**config.mk**
```make
export PLATFORM = sky130hd
export DESIGN_NAME = cellrv32_irq_ctrl
export DESIGN_NICKNAME = d
export VERILOG_FILES = /design/src/rtl/cellrv32_irq_ctrl_pkg.sv /design/src/rtl/cellrv32_irq_ctrl_sync.sv /design/src/rtl/cellrv32_irq_ctrl.sv
export SDC_FILE = /design/constraint.sdc
export NUM_CORES = 1
export LEC_CHECK = 0
export BUFFER_PORTS_ARGS = -buffer_cell sky130_fd_sc_hd__buf_2
export CAP_MARGIN = 20
export CORE_MARGIN = 10
export CORE_UTILIZATION = 29
export DETAILED_ROUTE_END_ITERATION = 7
export PLACE_DENSITY = 0.74
export SLEW_MARGIN = 20
export SYNTH_ARGS = -nofsm -noshare
export SYNTH_HDL_FRONTEND = slang
export SYNTH_SLANG_ARGS = --single-unit
```
**constraint.sdc**
```tcl
create_clock -name clk_i -period 1.17 [get_ports clk_i]
set_clock_uncertainty 0.05 [all_clocks]
set_input_delay 0.234 -clock clk_i [delete_from_list [all_inputs] [get_ports clk_i]]
set_output_delay 0.234 -clock clk_i [all_outputs]
set_load 0.01 [all_outputs]
```
**src/rtl/cellrv32_irq_ctrl_pkg.sv**
```systemverilog
// Shared constants, CSR addresses, cause codes and the request FSM state type
// for the CPU-side interrupt controller.
package cellrv32_package;

    localparam logic [11:0] csr_mie_c = 12'h304;
    localparam logic [11:0] csr_mip_c = 12'h344;

    localparam logic [4:0] irq_msi_c   = 5'd3;
    localparam logic [4:0] irq_mti_c   = 5'd7;
    localparam logic [4:0] irq_mei_c   = 5'd11;
    localparam logic [4:0] irq_firq0_c = 5'd16;

    typedef enum logic [1:0] {
        IRQ_IDLE,
        IRQ_REQ,
        IRQ_SETTLE
    } irq_state_t;

    // Implemented mie/mip bits: MSI, MTI, MEI plus one bit per fast IRQ line.
    function automatic logic [31:0] irq_mask_f(input int num_firq);
        logic [31:0] mask;
        mask = 32'h0;
        mask[irq_msi_c] = 1'b1;
        mask[irq_mti_c] = 1'b1;
        mask[irq_mei_c] = 1'b1;
        for (int i = 0; i < num_firq; i++) begin
            mask[16 + i] = 1'b1;
        end
        return mask;
    endfunction

endpackage

```
**src/rtl/cellrv32_irq_ctrl_sync.sv**
```systemverilog
// Multi-stage synchronizer for an asynchronous IRQ line, with a rising-edge
// detector on the synchronized level.
module cellrv32_irq_sync #(
    parameter int SYNC_STAGES = 2
) (
    input  logic clk_i,
    input  logic rstn_i,
    input  logic async_i,
    output logic level_o,
    output logic rise_o
);

    logic [SYNC_STAGES-1:0] sync_reg;
    logic                   prev_reg;

    // Shift the raw line through the chain; remember the last synced value for edge detection.
    always_ff @(posedge clk_i or negedge rstn_i) begin
        if (!rstn_i) begin
            sync_reg <= '0;
            prev_reg <= 1'b0;
        end else begin
            sync_reg <= {sync_reg[SYNC_STAGES-2:0], async_i};
            prev_reg <= sync_reg[SYNC_STAGES-1];
        end
    end

    assign level_o = sync_reg[SYNC_STAGES-1];
    assign rise_o  = sync_reg[SYNC_STAGES-1] & ~prev_reg;

endmodule

```
**src/rtl/cellrv32_irq_ctrl.sv**
```systemverilog
// CPU-side interrupt controller: mie/mip CSRs, priority selection and a
// committed req/ack trap request towards the CPU control unit.
// Optional fast-IRQ support is enabled by defining CELLRV32_IRQ_FIRQ_EN;
// without it firq_i is ignored and mie/mip[31:16] read as zero.
module cellrv32_irq_ctrl
    import cellrv32_package::*;
#(
    parameter int NUM_FIRQ    = 16,
    parameter int SYNC_STAGES = 2
) (
    input  logic                clk_i,
    input  logic                rstn_i,
    input  logic                csr_re_i,
    input  logic                csr_we_i,
    input  logic [11:0]         csr_addr_i,
    input  logic [31:0]         csr_wdata_i,
    output logic [31:0]         csr_rdata_o,
    input  logic                mstatus_mie_i,
    input  logic                mti_i,
    input  logic                msi_i,
    input  logic                mei_i,
    input  logic [NUM_FIRQ-1:0] firq_i,
    output logic                irq_req_o,
    output logic [4:0]          irq_cause_o,
    input  logic                irq_ack_i,
    output logic                wake_o
);

`ifdef CELLRV32_IRQ_FIRQ_EN
    localparam logic [31:0] irq_mask_c = irq_mask_f(NUM_FIRQ);
`else
    localparam logic [31:0] irq_mask_c = irq_mask_f(0);
    localparam int unused_num_firq = NUM_FIRQ;
`endif

    irq_state_t  state_reg, state_next;
    logic [31:0] mie_reg;
    logic        mti_reg, msi_reg, mei_reg;
    logic [31:0] mip_vec, pend;
    logic [4:0]  cause_reg, win_cause;
    logic        cause_load;
    logic        wake_reg;
    logic [31:0] rdata_reg;
    logic        mei_level, mei_rise_unused;

    // External IRQ is asynchronous: synchronize, use the level output.
    cellrv32_irq_sync #(.SYNC_STAGES(SYNC_STAGES)) u_mei_sync (
        .clk_i   (clk_i),
        .rstn_i  (rstn_i),
        .async_i (mei_i),
        .level_o (mei_level),
        .rise_o  (mei_rise_unused)
    );

`ifdef CELLRV32_IRQ_FIRQ_EN
    logic [NUM_FIRQ-1:0] firq_rise, firq_level_unused;
    logic [NUM_FIRQ-1:0] firq_ack_clr, firq_wr_clr, firq_pend_reg;
    logic                ack_take;

    assign ack_take    = (state_reg == IRQ_REQ) && irq_ack_i;
    assign firq_wr_clr = (csr_we_i && (csr_addr_i == csr_mip_c)) ? ~csr_wdata_i[16 +: NUM_FIRQ] : '0;

    for (genvar gi = 0; gi < NUM_FIRQ; gi++) begin : g_firq
        cellrv32_irq_sync #(.SYNC_STAGES(SYNC_STAGES)) u_firq_sync (
            .clk_i   (clk_i),
            .rstn_i  (rstn_i),
            .async_i (firq_i[gi]),
            .level_o (firq_level_unused[gi]),
            .rise_o  (firq_rise[gi])
        );
        assign firq_ack_clr[gi] = ack_take && (cause_reg == 5'(irq_firq0_c + gi));
    end

    // Pending bits: a new edge always wins over a CSR clear or an ack clear.
    always_ff @(posedge clk_i or negedge rstn_i) begin
        if (!rstn_i) begin
            firq_pend_reg <= '0;
        end else begin
            firq_pend_reg <= (firq_pend_reg & ~(firq_wr_clr | firq_ack_clr)) | firq_rise;
        end
    end
`else
    logic unused_firq;
    assign unused_firq = ^firq_i;
`endif

    // Assemble the mip view from the level sources and the fast-IRQ pending bits.
    always_comb begin
        mip_vec            = 32'h0;
        mip_vec[irq_msi_c] = msi_reg;
        mip_vec[irq_mti_c] = mti_reg;
        mip_vec[irq_mei_c] = mei_reg;
`ifdef CELLRV32_IRQ_FIRQ_EN
        mip_vec[16 +: NUM_FIRQ] = firq_pend_reg;
`endif
    end

    assign pend = mip_vec & mie_reg;

    // Priority encoder: later assignments override, so the last one has the highest priority.
    always_comb begin
        win_cause = 5'd0;
        for (int i = 15; i >= 0; i--) begin
            if (pend[16 + i]) begin
                win_cause = 5'(16 + i);
            end
        end
        if (pend[irq_mti_c]) win_cause = irq_mti_c;
        if (pend[irq_msi_c]) win_cause = irq_msi_c;
        if (pend[irq_mei_c]) win_cause = irq_mei_c;
    end

    // Level source capture, mie write, registered CSR read and wake flag.
    always_ff @(posedge clk_i or negedge rstn_i) begin
        if (!rstn_i) begin
            mti_reg   <= 1'b0;
            msi_reg   <= 1'b0;
            mei_reg   <= 1'b0;
            mie_reg   <= 32'h0;
            rdata_reg <= 32'h0;
            wake_reg  <= 1'b0;
        end else begin
            mti_reg  <= mti_i;
            msi_reg  <= msi_i;
            mei_reg  <= mei_level;
            wake_reg <= |pend;
            if (csr_we_i && (csr_addr_i == csr_mie_c)) begin
                mie_reg <= csr_wdata_i & irq_mask_c;
            end
            if (csr_re_i && (csr_addr_i == csr_mie_c)) begin
                rdata_reg <= mie_reg;
            end else if (csr_re_i && (csr_addr_i == csr_mip_c)) begin
                rdata_reg <= mip_vec;
            end else begin
                rdata_reg <= 32'h0;
            end
        end
    end

    // Request FSM state register and frozen cause.
    always_ff @(posedge clk_i or negedge rstn_i) begin
        if (!rstn_i) begin
            state_reg <= IRQ_IDLE;
            cause_reg <= 5'd0;
        end else begin
            state_reg <= state_next;
            if (cause_load) begin
                cause_reg <= win_cause;
            end
        end
    end

    // Next-state logic: a request, once raised, is held until the CPU acks it.
    always_comb begin
        state_next = state_reg;
        cause_load = 1'b0;
        case (state_reg)
            IRQ_IDLE: begin
                if (mstatus_mie_i && (|pend)) begin
                    state_next = IRQ_REQ;
                    cause_load = 1'b1;
                end
            end
            IRQ_REQ: begin
                if (irq_ack_i) begin
                    state_next = IRQ_SETTLE;
                end
            end
            IRQ_SETTLE: state_next = IRQ_IDLE;
            default:    state_next = IRQ_IDLE;
        endcase
    end

    assign irq_req_o   = (state_reg == IRQ_REQ);
    assign irq_cause_o = cause_reg;
    assign csr_rdata_o = rdata_reg;
    assign wake_o      = wake_reg;

endmodule

```
# == Yosys cells after proc, flatten, opt, wreduce, memory -nomap -nowiden ==
# Cells that the tools add are included.
# classes
n_bitwise,1
n_mux,26
eq_ne,5
reduce_logical,7
# op_table
op,n
two-way mux 5 bit,19
OR reduction 32 bit,1
"== test 12 x 10 -> 1 bit, second input constant",2
two-way mux 12 bit,2
bitwise AND 12 bit,1
logical AND 1 bit,4
two-way mux 2 bit,2
one-hot mux 2 bit (2 select lines),1
"== test 2 x 1 -> 1 bit, second input constant",1
zero test 2 bit,1
two-way mux 1 bit,2
"!= test 2 x 1 -> 1 bit, second input constant",1
"!= test 2 bit, second input constant",1
AND reduction 2 bit,1
# word_totals
input_bits,69
out_inout_bits,39
word_cells,48
ff_bits,48

# == Longest topological paths before layout ==
# Gate-level depths: netlist of the first run.
# logic_depth
word_depth,19
mapped_depth,3
mapped_depth_nobuf,3

# == Modules after synthesis ==
# From an unflattened synthesis of the first run, not the netlist that was laid out.
# hier_totals
cells_unflattened,79
hier_area_um2,927.1
# by_module_without_submodules
mod,cells_each,instances,area_each_um2,seq_area_each_um2
cellrv32_irq_ctrl,75,1,838.3,375.4
cellrv32_irq_sync,4,1,88.8,75.1

# == Worst setup path before layout of the first run ==
# OpenSTA, ideal clock, no wires.
# synth_path
path_type,register to register
startpoint,reg state_reg[0]
endpoint,reg cause_reg[3] (netlist: irq_cause_o[3])
t_arrival_ps,1022
setup_slack_ps,-24
path_stages_with_launch,4
period_less_slack_ps,1194
required_time_ps,998
setup_ps,122
n_path_buf,0
path_cell_list,dfrtp_1 > nor3b_1 > nand2b_1 > a32o_1
# synth_between
elab_chain_len,2
# synth_rtl
element,line_no,rtl
"start, declared",cellrv32_irq_ctrl.sv:36,"irq_state_t state_reg, state_next;"
"start signal, assigned",cellrv32_irq_ctrl.sv:146,state_reg <= state_next;
zero test 2 bit,cellrv32_irq_ctrl.sv:157,case (state_reg)
two-way mux 1 bit,cellrv32_irq_ctrl.sv:157,
"end signal, assigned",cellrv32_irq_ctrl.sv:148,cause_reg <= win_cause;
"end, declared",cellrv32_irq_ctrl.sv:40,"logic [4:0] cause_reg, win_cause;"
# Every way passes these cells.
# A chain may end at the register's enable or synchronous reset.

# == Worst setup path after layout of the first run ==
# layout_path
startpoint,reg state_reg[1]
endpoint,reg cause_reg[2] (netlist: irq_cause_o[2])
# The elaborated chain is that of the path after synthesis.

==> results of run 1 <==
[cell type report]
type                       count  area share [%]
sequential                    17            36.1
inverter                       2           0.850
clock buffer                   3            1.91
multi-input combinational     56            29.9
clock inverter                 1           0.425
timing repair buffer          50            27.3
tap                           33            3.51
[critical path, cell delays in order, from the launching register on]
cell,delay (ns)
dfrtp_1,0.40
buf_4,0.14
nor3b_2,0.28
buf_4,0.18
a31oi_1,0.08
a21oi_1,0.11
[power breakdown]
group / total, mW / switching (mW) / internal, mW
clock: 0.314 / 0.187 / 0.127
combinational: 0.170 / 0.0969 / 0.0736
sequential: 0.608 / 0.00764 / 0.601
[how the worst max path moves through the flow]
stage | from | to | slack, ns
floorplan | mie_reg[7] | state_reg[0] | 0.02
global placement | csr_addr_i[1] | mie_reg[11] | -0.11
detailed placement | mie_reg[7] | state_reg[0] | -0.14
CTS | mti_reg | state_reg[0] | -0.14
global route | state_reg[1] | irq_cause_o[2] | -0.19
finish | state_reg[1] | irq_cause_o[2] | -0.14
[cells by family (layout without fill, tap and decap cells)]
group / count (synthesis) / count (layout)
flops: 17 / 17
other cells: 1 / 30
mux: 6 / 6
compound gates: 6 / 6
simple gates: 14 / 14
buf+inv: 33 / 56
[metrics by stage]
step	utilization, %	power [mW]
2_1_floorplan	-	0.762
3_3_place_gp	34.6	0.760
3_5_place_dp	34.6	0.765
4_1_cts	37.8	1.10
5_1_grt	39.2	1.16
6_report	39.2	1.09
[repair_timing]
item | CTS | global route
hold buffers | 4 | 0
resized for setup | 5 | 4
pin swaps | 1 | 1
hold endpoints to repair | 20 | 0
buffers inserted | 2 | 3
endpoints found under the setup margin | 4 | 8
[layer usage]
metal  vias up  routed length (um)
met5         -                   0
met4         0                  27
met3         4                 244
met2        33                1280
met1       319                 694
li1        301                   -
[Yosys cell counts, drive strengths merged]
master,count,area (sq um)
mux2i,3,30.0
and4bb,1,12.5
buf,31,233
inv,2,7.51
a22o,1,8.76
nor2b,1,6.26
a32o,1,10.0
a31oi,1,6.26
o21ai,1,5.00
nor3,1,5.00
dfrtp,17,425
nand2b,3,18.8
a21oi,1,5.00
nor3b,1,7.51
nand4,2,18.8
nor2,3,11.3
and2,1,6.26
nor4b,1,23.8
mux2,3,33.8
conb,1,3.75
a222oi,1,10.0
==> flow_metrics.env, run 1 <==
export IMPL_status="finished with violations"
export IMPL_violations="negative setup slack"
export IMPL_track_usage_pct=7.17
export IMPL_worst_ep_required_time_ns=1.34
export IMPL_worst_r2r_setup_slack_ns=-0.14
export IMPL_drv_slew=0
export IMPL_initial_utilization_pct=29.6
export IMPL_synthMuxAreaShare_pct=7.18
export IMPL_mappedNetlistArea_sq_um=888
export IMPL_fin_cells=162
export IMPL_port_buffers=32
export IMPL_rr_worst_depth=5
export IMPL_synth_compound_area_share_pct=5.07
export IMPL_avgRoutedWirePerCell_um=13.9
export IMPL_hold_ws_ns=0.0713
export IMPL_clkLatencyLatePin_ns=0.28
export IMPL_cts_buffers=3
export IMPL_start_kind="flop"
export IMPL_io_pins=108
export IMPL_timing_final_crit_share_pct=112
export IMPL_synth_xor_area_share_pct=0
export IMPL_n_antenna_cell=0
export IMPL_grtUsageMet1_pct=6.02
export IMPL_fp_dieH_um=75.3
export IMPL_synth_distinct_cells=22
export IMPL_powerDensity_nw_per_um2=928
export IMPL_ys_seq_area_share_pct=47.9
export IMPL_use_met2_pct=14.7
export IMPL_gp_congestion=0.716
export IMPL_rows=20
export IMPL_grt_max_degree=18
export IMPL_hold_depth=2
export IMPL_multi_input_area_sq_um=352
export IMPL_first_global_vias=667
export IMPL_yosysWarnings=0
export IMPL_worst_slack_ns=-0.142
export IMPL_fmax_mhz=762
export IMPL_whs_endpoint="state_reg[0]"
export IMPL_cp_arrival_ns=1.48
export IMPL_htree_levels=1
export IMPL_first_pass_iters=4
export IMPL_min_path_type="in -> reg"
export IMPL_drv_cap=0
export IMPL_dpl_cell_area_sq_um=1040
export IMPL_clk_path_buf_depth=2
export IMPL_rr_startpoint="state_reg[1]"
export IMPL_cts_tree="done"
export IMPL_ff_latch_area_sq_um=425
export IMPL_via_per_inst=4.06
export IMPL_core_sq_um=3000
export IMPL_grtUsageMet3_pct=2.60
export IMPL_setup_violations=5
export IMPL_top_usage_layer="met2"
export IMPL_hp_start="irq_ack_i"
export IMPL_reg2reg_to="irq_cause_o[2]"
export IMPL_place_inst=149
export IMPL_dpl_hpwl_mm=1.87
export IMPL_drive_gt1_share_pct=47.3
export IMPL_antenna_left=0
export IMPL_finalInstanceArea_sq_um=1180
export IMPL_grt_pass1_wl_mm=3.04
export IMPL_crit_type="reg -> reg"
export IMPL_die_w_um=75.3
export IMPL_wl_mm=2.25
export IMPL_period_minus_slack_ns=1.31
export IMPL_rsz0062_at_grt="true"
export IMPL_synth_top_family_by_area="buffers and inverters"
export IMPL_clkSinkCount=17
export IMPL_p_leak_nw=0.677
export IMPL_synthCells=77
export IMPL_final_cell_mix="30 x conb_1, 30 x buf_2, 17 x dfrtp_1, 13 x buf_4, 4 x dlygate4sd3_1"
export IMPL_drcViolationCount=0
export IMPL_num_nets_final=199
export IMPL_die_area_sq_um=5680
export IMPL_ir_worst_vdd_mv=0.313
export IMPL_root_buffer="clkbuf_4"
export IMPL_fill_cells=285
export IMPL_hold_viol=0
export IMPL_grt_antenna_before_repair=0
export IMPL_crit_path_max_fanout=3
export IMPL_syn2layout_area_growth_pct=32.5
export IMPL_critPathCaptureType="flop"
export IMPL_ys_ff_latch=17
export IMPL_post_place_ws_ns=-0.144
export IMPL_via_count=657
export IMPL_synth_fa_ha_area_share_pct=0
export IMPL_syn_area_per_cell_sq_um=11.5
export IMPL_drt_iter0_drc=15
export IMPL_tns_ns=-0.472
export IMPL_clk_pin_slew_ns=0.11
export IMPL_grt_overflow=0
export IMPL_synthSimpleGateAreaFrac_pct=12.4
Note: power is estimated with default switching activity, not from simulation.
==> run 2: changes to the inputs <==
--- a/config.mk
+++ b/config.mk
@@ -5,10 +5,11 @@
 export SDC_FILE = /design/constraint.sdc
 export NUM_CORES = 1
 export LEC_CHECK = 0
+export ABC_AREA = 1
 export BUFFER_PORTS_ARGS = -buffer_cell sky130_fd_sc_hd__buf_2
 export CAP_MARGIN = 20
 export CORE_MARGIN = 10
-export CORE_UTILIZATION = 29
+export CORE_UTILIZATION = 30
 export DETAILED_ROUTE_END_ITERATION = 7
 export PLACE_DENSITY = 0.74
 export SLEW_MARGIN = 20
==> flow_metrics.env, run 2 <==
export IMPL_violations="negative setup slack"
export IMPL_antenna_left=0
export IMPL_fill_cells=328
export IMPL_synth_area_leader_cell="dfrtp_1"
export IMPL_wl_mm=1.94
export IMPL_ys_async_sr_fraction_pct=100
export IMPL_grt_antenna_before_repair=0
export IMPL_crit_path_max_fanout=2
export IMPL_worst_r2r_setup_slack_ns=0.08
export IMPL_pwr_share_comb_pct=13.1
export IMPL_clk_path_buf_depth=2
export IMPL_io_pins=108
export IMPL_crit_type="reg -> out"
export IMPL_dpl_hpwl_mm=1.71
export IMPL_drcViolationCount=0
export IMPL_synthFlopType="dfrtp_1"
export IMPL_via_per_inst=3.52
export IMPL_root_buffer="clkbuf_4"
export IMPL_final_cell_mix="32 x buf_2, 30 x conb_1, 21 x nand2_1, 17 x dfrtp_1, 11 x inv_1"
export IMPL_layout_cells_most_common="buf_2"
export IMPL_hold_viol=0
export IMPL_fin_util_pct=37.1
export IMPL_via_count=683
export IMPL_start_kind="flop"
export IMPL_p_leak_nw=0.661
export IMPL_critPathCaptureType="primary output"
export IMPL_synth_distinct_cells=15
export IMPL_port_buffers=32
export IMPL_status="finished with violations"
export IMPL_ys_ff_latch=17
export IMPL_grtUsageMet3_pct=3.07
export IMPL_cts_buffers=3
export IMPL_power_share_clock_pct=28.9
export IMPL_grtUsageMet1_pct=6.41
export IMPL_drive_gt1_share_pct=30.7
export IMPL_drt_iter0_drc=14
export IMPL_synth_top_area_share_pct=45.1
export IMPL_drv_cap=0
export IMPL_clkLatencyLatePin_ns=0.28
export IMPL_fp_dieH_um=76.1
export IMPL_syn2layout_area_growth_pct=19.1
export IMPL_yosysWarnings=0
export IMPL_first_global_vias=686
export IMPL_rows=20
export IMPL_min_path_type="in -> reg"
export IMPL_netSwitchingPower_mw=0.263
export IMPL_period_minus_slack_ns=1.23
export IMPL_die_area_sq_um=5790
export IMPL_netlist_top_cells_count="31 x buf_4, 23 x nand2_1, 17 x dfrtp_1, 11 x inv_1, 9 x nor2_1"
export IMPL_swShare_pct=25.4
export IMPL_n_antenna_cell=0
export IMPL_setup_violations=1
export IMPL_initial_utilization_pct=31.2
export IMPL_cp_arrival_ns=0.94
export IMPL_worst_ep_required_time_ns=0.89
export IMPL_drv_slew=0
export IMPL_core_sq_um=3030
export IMPL_syn_area_per_cell_sq_um=8.58
export IMPL_htree_levels=1
export IMPL_powerDensity_nw_per_um2=924
export IMPL_first_pass_iters=4
export IMPL_clk_pin_slew_ns=0.09
export IMPL_gp_congestion=0.722
export IMPL_synthCells=110
export IMPL_synth_edff_count=0
export IMPL_tns_ns=-0.0583
export IMPL_synth_most_common_cell="buf_4"
export IMPL_rsz0062_at_grt="true"
export IMPL_multi_input_area_sq_um=360
export IMPL_grt_max_degree=18
export IMPL_grt_overflow=0
export IMPL_fmax_mhz=814
export IMPL_use_met2_pct=10.5
export IMPL_seq_power_share_pct=58.0
export IMPL_synth_area_leaders="dfrtp_1 45%, buf_4 25%, nand2_1 9.2%"
export IMPL_ff_latch_area_sq_um=425
export IMPL_worst_slack_ns=-0.0583
export IMPL_total_power_mw=1.04
export IMPL_mappedNetlistArea_sq_um=943
export IMPL_die_w_um=76.1
export IMPL_track_usage_pct=6.31
export IMPL_top_usage_layer="met2"
export IMPL_ys_seq_area_share_pct=45.1
export IMPL_clkSinkCount=17
export IMPL_num_nets_final=220
export IMPL_ir_worst_vdd_mv=0.314
export IMPL_avgRoutedWirePerCell_um=9.99
export IMPL_timing_final_crit_share_pct=105
export IMPL_internal_power_mw=0.775
export IMPL_grt_pass1_wl_mm=3.10
export IMPL_cts_tree="done"
==> run 2: changes by cell type in the layout (fill, tap and decap cells not counted), sizes merged, moves of 3 or more <==
cell,change
nand2,+24
mux2,-3
buf,-12
nand2b,-3
mux2i,-3
nand3,+4
nor2,+10
inv,+9
nand4,+4
==> run 2: critical path, stage by stage, from the launching register on <==
cell and delay [ns]:
dfrtp_1 0.40, nor2_2 0.13, buf_2 0.14
==> run 2: logic make-up after synthesis <==
group / count (synthesis) / share of synthesized area [%]
and+or+nand+nor: 47 / 23.7
buffers and inverters: 42 / 29.0
DFF: 17 / 45.1
other: 1 / 0.397
AOI/OAI and AO/OA: 3 / 1.72
==> run 2: repair_timing <==
item	in CTS	in global routing
resized for setup	1	2
endpoints found under the hold margin	19	1
cloned	0	0
buffers inserted	0	2
setup endpoints to repair	1	3
hold buffers	3	1
pin swaps	1	3
==> run 2: per-stage QoR <==
stage	setup slack (ns)	cell area, sq um	hold slack [ns]	std cells
after floorplan	0.235	1050	-0.112	139
after global placement	0.109	1030	0.114	184
after detailed placement	0.0943	1030	0.118	184
after CTS	-0.0670	1090	0.00210	191
after global routing	-0.128	1120	0.115	194
final	-0.0583	1120	0.102	194
==> run 2: area by class of cell <==
cell class	instances	share of cell area [%]
timing repair buffer	38	19.2
sequential	17	37.9
clock buffer	4	2.34
inverter	11	3.67
tap	44	4.90
multi-input combinational	80	32.1
==> run 2: routing by layer <==
| layer | part of all wire, % | wire, um |
|---|---|---|
| met4 | 1.4 | 27 |
| met5 | 0 | 0 |
| met1 | 39 | 755 |
| met2 | 51 | 991 |
| met3 | 8.5 | 165 |
==> run 2: final timing paths <==
path,from,to,cells after the start
worst max-delay path,state_reg[1],irq_req_o,2
worst min-delay path,irq_ack_i,state_reg[0],2
worst max register to register,state_reg[0],irq_cause_o[3],7
worst min register to register,u_mei_sync.sync_reg[1],mei_reg,0
max in group asynchronous,rstn_i,u_mei_sync.sync_reg[0],2
min in group asynchronous,rstn_i,csr_rdata_o[7],2
==> run 2: power by group through the flow <==
stage          Combinational (mW)  Clock [mW]  Sequential (mW)
2_1_floorplan               0.138           0            0.614
3_3_place_gp                0.119           0            0.614
3_5_place_dp                0.121           0            0.614
4_1_cts                     0.129       0.310            0.602
5_1_grt                     0.154       0.338            0.604
6_report                    0.136       0.300            0.603
